## config.mk

```make
export PLATFORM = sky130hd
export DESIGN_NAME = cl_div_seq_flat
export DESIGN_NICKNAME = d
export VERILOG_FILES = /design/src/rtl/cl_div_seq_if.sv /design/src/rtl/cl_div_seq.sv /design/src/flat_wrapper.sv
export SDC_FILE = /design/constraint.sdc
export NUM_CORES = 1
export LEC_CHECK = 0
export CAP_MARGIN = 20
export CORE_MARGIN = 1.5
export CORE_UTILIZATION = 45
export CTS_BUF_LIST = sky130_fd_sc_hd__clkbuf_16
export DETAILED_ROUTE_END_ITERATION = 8
export PLACE_DENSITY = 0.7
export SLEW_MARGIN = 20
export SYNTH_ARGS = -nofsm -noshare
export SYNTH_HDL_FRONTEND = slang
export SYNTH_SLANG_ARGS = --single-unit
```

## constraint.sdc

```tcl
create_clock -name clk -period 2.7 [get_ports clk]
set_input_delay 0.675 -clock clk [delete_from_list [all_inputs] [get_ports clk]]
set_output_delay 0.675 -clock clk [all_outputs]
set_load 0.01 [all_outputs]
```

## src/rtl/cl_div_seq_if.sv

```systemverilog
// Operand/result bundle for the carry-less divider.
// Handshake rule for both channels: a transfer happens on a rising clk edge
// where valid and ready are both high. The producer holds its payload
// stable while valid is high and ready is low; the consumer may drive ready
// freely.
interface cl_div_seq_if #(
  parameter int DATA_WIDTH = 32
);
  logic                    in_valid;
  logic                    in_ready;
  logic [2*DATA_WIDTH-1:0] a;
  logic [DATA_WIDTH-1:0]   b;
  logic                    out_valid;
  logic                    out_ready;
  logic [2*DATA_WIDTH-1:0] q;
  logic [DATA_WIDTH-1:0]   r;
  logic                    div_by_zero;

  // Requester side: supplies operands and accepts results.
  modport master (
    output in_valid, a, b, out_ready,
    input  in_ready, out_valid, q, r, div_by_zero
  );

  // Divider side.
  modport slave (
    input  in_valid, a, b, out_ready,
    output in_ready, out_valid, q, r, div_by_zero
  );
endinterface

```

## src/rtl/cl_div_seq.sv

```systemverilog
// Sequential carry-less (GF(2)[x]) polynomial divider.
// The divisor is first normalised so its top bit is set (shifted left k
// times), then a bit-serial long division runs over the dividend followed
// by k zero bits, i.e. over a*x^k. The quotient is unchanged by that
// scaling; the remainder comes out scaled by x^k and is shifted back.
module cl_div_seq #(
  parameter int DATA_WIDTH = 32
) (
  input  logic          clk,
  input  logic          rst_n,
  cl_div_seq_if.slave   bus,
  output logic [1:0]    dbg_state
);

  localparam int N  = DATA_WIDTH;
  localparam int KW = $clog2(N);
  localparam int CW = $clog2(3 * N);

  typedef enum logic [1:0] {
    ST_IDLE = 2'd0,
    ST_NORM = 2'd1,
    ST_DIV  = 2'd2,
    ST_DONE = 2'd3
  } state_t;

  state_t          state_q, state_d;
  logic [2*N-1:0]  s_q, s_d;      // dividend bits still to be consumed
  logic [N-1:0]    dn_q, dn_d;    // normalised divisor
  logic [KW-1:0]   k_q, k_d;      // normalisation shift count
  logic [N-2:0]    rem_q, rem_d;  // running partial remainder
  logic [2*N-1:0]  quo_q, quo_d;  // running quotient
  logic [CW-1:0]   cnt_q, cnt_d;  // division steps left
  logic [2*N-1:0]  q_q, q_d;      // published quotient
  logic [N-1:0]    r_q, r_d;      // published remainder
  logic            dz_q, dz_d;    // published divide-by-zero flag

  // One division step, evaluated every cycle but only used in ST_DIV.
  logic            bit_in;
  logic [N-1:0]    t_w;
  logic [N-1:0]    t_x;
  logic [N-2:0]    rem_step;
  logic [2*N-1:0]  quo_step;

  assign bit_in   = s_q[2*N-1];
  assign t_w      = {rem_q, bit_in};
  assign t_x      = t_w[N-1] ? (t_w ^ dn_q) : t_w;
  assign rem_step = t_x[N-2:0];
  assign quo_step = {quo_q[2*N-2:0], t_w[N-1]};

  // Next-state and datapath control.
  always_comb begin
    state_d = state_q;
    s_d     = s_q;
    dn_d    = dn_q;
    k_d     = k_q;
    rem_d   = rem_q;
    quo_d   = quo_q;
    cnt_d   = cnt_q;
    q_d     = q_q;
    r_d     = r_q;
    dz_d    = dz_q;

    case (state_q)
      ST_IDLE: begin
        if (bus.in_valid) begin
          if (bus.b == '0) begin
            q_d     = '0;
            r_d     = '0;
            dz_d    = 1'b1;
            state_d = ST_DONE;
          end else begin
            s_d     = bus.a;
            dn_d    = bus.b;
            k_d     = '0;
            dz_d    = 1'b0;
            state_d = ST_NORM;
          end
        end
      end

      ST_NORM: begin
        if (dn_q[N-1]) begin
          rem_d   = '0;
          quo_d   = '0;
          cnt_d   = CW'(2 * N) + CW'(k_q);
          state_d = ST_DIV;
        end else begin
          dn_d = dn_q << 1;
          k_d  = k_q + KW'(1);
        end
      end

      ST_DIV: begin
        s_d   = s_q << 1;
        rem_d = rem_step;
        quo_d = quo_step;
        cnt_d = cnt_q - CW'(1);
        if (cnt_q == CW'(1)) begin
          q_d     = quo_step;
          // Undo the x^k scaling introduced by normalisation.
          r_d     = {1'b0, rem_step} >> k_q;
          state_d = ST_DONE;
        end
      end

      ST_DONE: begin
        // Handshake edge returns to idle; accepting again waits a cycle.
        if (bus.out_ready) begin
          state_d = ST_IDLE;
        end
      end

      default: begin
        state_d = ST_IDLE;
      end
    endcase
  end

  // State and datapath registers, cleared by the asynchronous reset.
  always_ff @(posedge clk or negedge rst_n) begin
    if (!rst_n) begin
      state_q <= ST_IDLE;
      s_q     <= '0;
      dn_q    <= '0;
      k_q     <= '0;
      rem_q   <= '0;
      quo_q   <= '0;
      cnt_q   <= '0;
      q_q     <= '0;
      r_q     <= '0;
      dz_q    <= 1'b0;
    end else begin
      state_q <= state_d;
      s_q     <= s_d;
      dn_q    <= dn_d;
      k_q     <= k_d;
      rem_q   <= rem_d;
      quo_q   <= quo_d;
      cnt_q   <= cnt_d;
      q_q     <= q_d;
      r_q     <= r_d;
      dz_q    <= dz_d;
    end
  end

  assign bus.in_ready    = (state_q == ST_IDLE);
  assign bus.out_valid   = (state_q == ST_DONE);
  assign bus.q           = q_q;
  assign bus.r           = r_q;
  assign bus.div_by_zero = dz_q;
  assign dbg_state       = state_q;

endmodule

```

## src/flat_wrapper.sv

```systemverilog
// flat-port wrapper written by rule: the top's interface ports become plain ports
module cl_div_seq_flat 
#(
  parameter int DATA_WIDTH = 32
)
  (clk, rst_n, dbg_state, bus_in_valid, bus_a, bus_b, bus_out_ready, bus_in_ready, bus_out_valid, bus_q, bus_r, bus_div_by_zero);
  cl_div_seq_if #(.DATA_WIDTH(DATA_WIDTH)) bus_i ();
  input  logic clk;
  input  logic rst_n;
  output logic [1:0] dbg_state;
  input wire logic [$bits(bus_i.in_valid)-1:0] bus_in_valid;
  input wire logic [$bits(bus_i.a)-1:0] bus_a;
  input wire logic [$bits(bus_i.b)-1:0] bus_b;
  input wire logic [$bits(bus_i.out_ready)-1:0] bus_out_ready;
  output wire logic [$bits(bus_i.in_ready)-1:0] bus_in_ready;
  output wire logic [$bits(bus_i.out_valid)-1:0] bus_out_valid;
  output wire logic [$bits(bus_i.q)-1:0] bus_q;
  output wire logic [$bits(bus_i.r)-1:0] bus_r;
  output wire logic [$bits(bus_i.div_by_zero)-1:0] bus_div_by_zero;
  assign bus_i.in_valid = bus_in_valid;
  assign bus_i.a = bus_a;
  assign bus_i.b = bus_b;
  assign bus_i.out_ready = bus_out_ready;
  assign bus_in_ready = bus_i.in_ready;
  assign bus_out_valid = bus_i.out_valid;
  assign bus_q = bus_i.q;
  assign bus_r = bus_i.r;
  assign bus_div_by_zero = bus_i.div_by_zero;
  cl_div_seq #(.DATA_WIDTH(DATA_WIDTH)) u_core (.clk(clk), .rst_n(rst_n), .bus(bus_i), .dbg_state(dbg_state));
endmodule
```

==> metrics.txt <==
status=completed; crit path DAT=3000 ps; Worst Skew=16.4 ps; Final nets=2027; Power Internal=11500 µW; fin cells=2397; commonest register cell after synthesis=dfrtp_1; Vias=14012; Final Hold Viols=0; total CTS buffers=35; row count=68; first-pass GRT wire length=73600 µm; setup ws final=106 ps; startpoint types=input port; Final TNS setup=0 ps; overall die width=191 µm; Worst-Margin Slew=858 ps; vias in the first global route=13467; initial antenna violation count=0; Initial DRC Count=1283; switch share=41.3%; core area=0.0346 mm²; area of placed instances=0.0191 mm²; Vias/cell=5.85; Non-Filler Cell Area, Final=0.0203 mm²; grt total ovfl=0; PortBufs=199; CTS Root Cell=clkbuf_16; Worst slew margin=42.0%; final setup fails=0; DRC=0; layout cells sized above 1=12.4%; synth-to-layout area growth=27.9%; later-pin clock latency in the skew report=530 ps; Hold Crit Class=in -> async; VDD IR max=0.614 mV; TritonCTS clock tree=built; htree depth=2; Crit Path Max Fanout=50; PD cells=963 mW/mm²; Clock Sinks=300; fmax=0.385 GHz; CP Capture Type=flip-flop; largest net degree at the start of global routing=75; overall routed net length=45600 µm; #FFs+latches synth=300; GPL Wtd Cong=0.973; Seq/Total Area, Yosys=47.4%; Post-synth ARST share=100%; TritonRoute pass-1 iters=6; syn_nets=1792; Place WS=-582 ps; leakage power=0.00827 µW; Cells after DPL=2336; syn_area_per_cell=9.41 µm²; CTS Buffer Depth=3; GRT Total Usage=25.2%; synth unique cells=80; # IOs=201; Fill cells=2997; Max-Cap Viols=0; Initial Util=45.8%; Die ar.=0.0364 mm²; Die H=191 µm; mapped cell area=0.0159 mm²; clk slew on worst S/H paths=60 ps; fin. max-slew vios=0; total power=19500 µW; fin crit period=2590 ps; Antenna Violating Nets Remaining=0; P_sw=8060 µW; final clock period utilization by the worst path=96.1%; RSZ-0062 raised after global routing=no; wire per inst=19.0 µm; YS warnings=0; Post-Synthesis Cells=1685; critical path required time=3110 ps; sequential fraction of design power=31.9%; combinational group share of total power=45.6%; Clock power frac=22.5%; DP Wirelength=32500 µm; Post-synth EDFFs=0; Crit Path Class=in -> reg
area by class of cell:
type	instances	area, µm²	share of cell area (%)
Antenna cell	1	2.50	0.0123
Clock buffer	35	876	4.32
Clock inverter	23	161	0.796
Inverter	24	90.1	0.444
Multi-Input combinational cell	1211	7680	37.9
Sequential cell	300	7510	37.0
Tap cell	455	569	2.81
Timing Repair Buffer	348	3390	16.7
flip-flops by register name, summed over array words and instances, names as in the netlist:
signal                  cells
u_core.s_q                 64
u_core.bus.r               31
u_core.rem_q               31
u_core.dbg_state            2
u_core.bus.div_by_zero      1
u_core.dn_q                32
u_core.quo_q               63
u_core.k_q                  5
u_core.bus.q               64
u_core.cnt_q                7
kinds of logic (layout without fill, tap and decap cells):
kind of cell	after synthesis	after routing	synth area share, %
XOR/XNOR	29	29	1.60
AO/OA/AOI/OAI	579	579	23.9
buffers and inverters	174	430	4.85
AND/OR/NAND/NOR	486	486	14.7
adder cells (fa/ha/maj)	7	7	0.552
flip-flops	300	300	47.4
multiplexers	109	109	7.05
other	1	2	0.0237
power by group through the flow:
stage	logic, µW	clock network, µW	registers, µW
4_1_cts	8850	4510	6220
6_report	8910	4400	6230
3_5_place_dp	8780	0	6280
5_1_grt	9720	4700	6360
2_1_floorplan	5840	0	6040
3_3_place_gp	8550	0	6260
cells in the mapped netlist (9+ instances only):
cell type	instances	area, µm²
dfrtp_1	300	7510
o21ai_0	237	1190
nand2_1	227	852
mux2i_1	106	1060
clkbuf_1	105	394
nor2_1	93	349
a21oi_1	86	430
o221ai_1	52	455
nand2b_1	38	238
a221o_1	30	300
nor3b_1	30	225
xor2_1	28	245
o22ai_1	24	150
buf_2	21	105
inv_1	21	78.8
o32ai_1	21	184
nand3_1	20	100
o21ai_1	15	75.1
nor4_1	13	81.3
nand3b_1	12	90.1
o2bb2ai_1	12	105
a221oi_1	10	87.6
a32o_1	10	100
or3b_2	10	87.6
a32oi_1	9	78.8
nor3_1	9	45.0
worst max-delay path, cell delays in order:
cell and delay [ps]:
clkdlybuf4s50_1 460, nor4_2 270, buf_4 180, nand2_2 70, o41a_1 470, o21ai_4 220
buf_12 250, nor3b_1 80, a221o_1 280
layout by cell type (no fill, tap or decap), types with 8 or more instances in the layout:
| cell type | count |
|---|---|
| nand3b_1 | 12 |
| nand2b_1 | 38 |
| nor3_1 | 9 |
| o221ai_1 | 52 |
| dfrtp_1 | 298 |
| buf_4 | 128 |
| o21ai_1 | 16 |
| nand3_1 | 20 |
| nand2_1 | 223 |
| clkbuf_16 | 35 |
| o32ai_1 | 21 |
| o2bb2ai_1 | 12 |
| buf_12 | 21 |
| a221o_1 | 30 |
| mux2i_1 | 106 |
| a21oi_1 | 86 |
| o211ai_1 | 8 |
| o22ai_1 | 24 |
| nor4_1 | 9 |
| o21ai_0 | 236 |
| xor2_1 | 28 |
| clkinv_1 | 9 |
| inv_1 | 25 |
| nor3b_1 | 30 |
| a32oi_1 | 9 |
| a221oi_1 | 10 |
| a32o_1 | 10 |
| clkdlybuf4s50_1 | 193 |
| nor2_1 | 93 |
| or3b_2 | 10 |
layer usage:
metal	wire (µm)	part of all wire (%)	up-vias	track usage, %
li1	-	-	6686	-
met1	20300	45	6754	35.5
met2	20500	45	499	38.4
met3	3610	7.9	73	5.61
met4	1180	2.6	0	7.87
met5	0	0	-	0
per-stage QoR:
stage / hold WS (ps) / utilization, %
after global routing: 9.04 / 58.5
after global placement: 462 / 55.3
final: 6.66 / 58.6
after CTS: 2.06 / 58.4
after floorplan: 379 / -
after detailed placement: 471 / 55.3
worst paths after layout:
kind	start	to	slack (ps)	cells after the start
max in group asynchronous	rst_n	u_core.bus.q[24]$_DFFE_PN0P_	1840	3
setup / recovery	bus_b[27]	u_core.dn_q[19]$_DFFE_PN0P_	110	9
hold reg to reg	u_core.quo_q[48]$_DFFE_PN0P_	u_core.quo_q[48]$_DFFE_PN0P_	480	2
hold / removal	rst_n	u_core.s_q[15]$_DFFE_PN0P_	7	1
min in group clk	u_core.quo_q[48]$_DFFE_PN0P_	u_core.quo_q[48]$_DFFE_PN0P_	480	2
setup reg to reg	u_core.k_q[0]$_DFFE_PN0P_	u_core.bus.r[6]$_DFFE_PN0P_	150	8
repair_timing:
item / CTS / global route
setup buffers: 3 / 0
resized for setup: 2 / 16
hold buffers: 0 / 0
pin swaps: 2 / 7
setup endpoints to repair: 6 / 161
No activity file was read; power rests on OpenSTA's default activity.
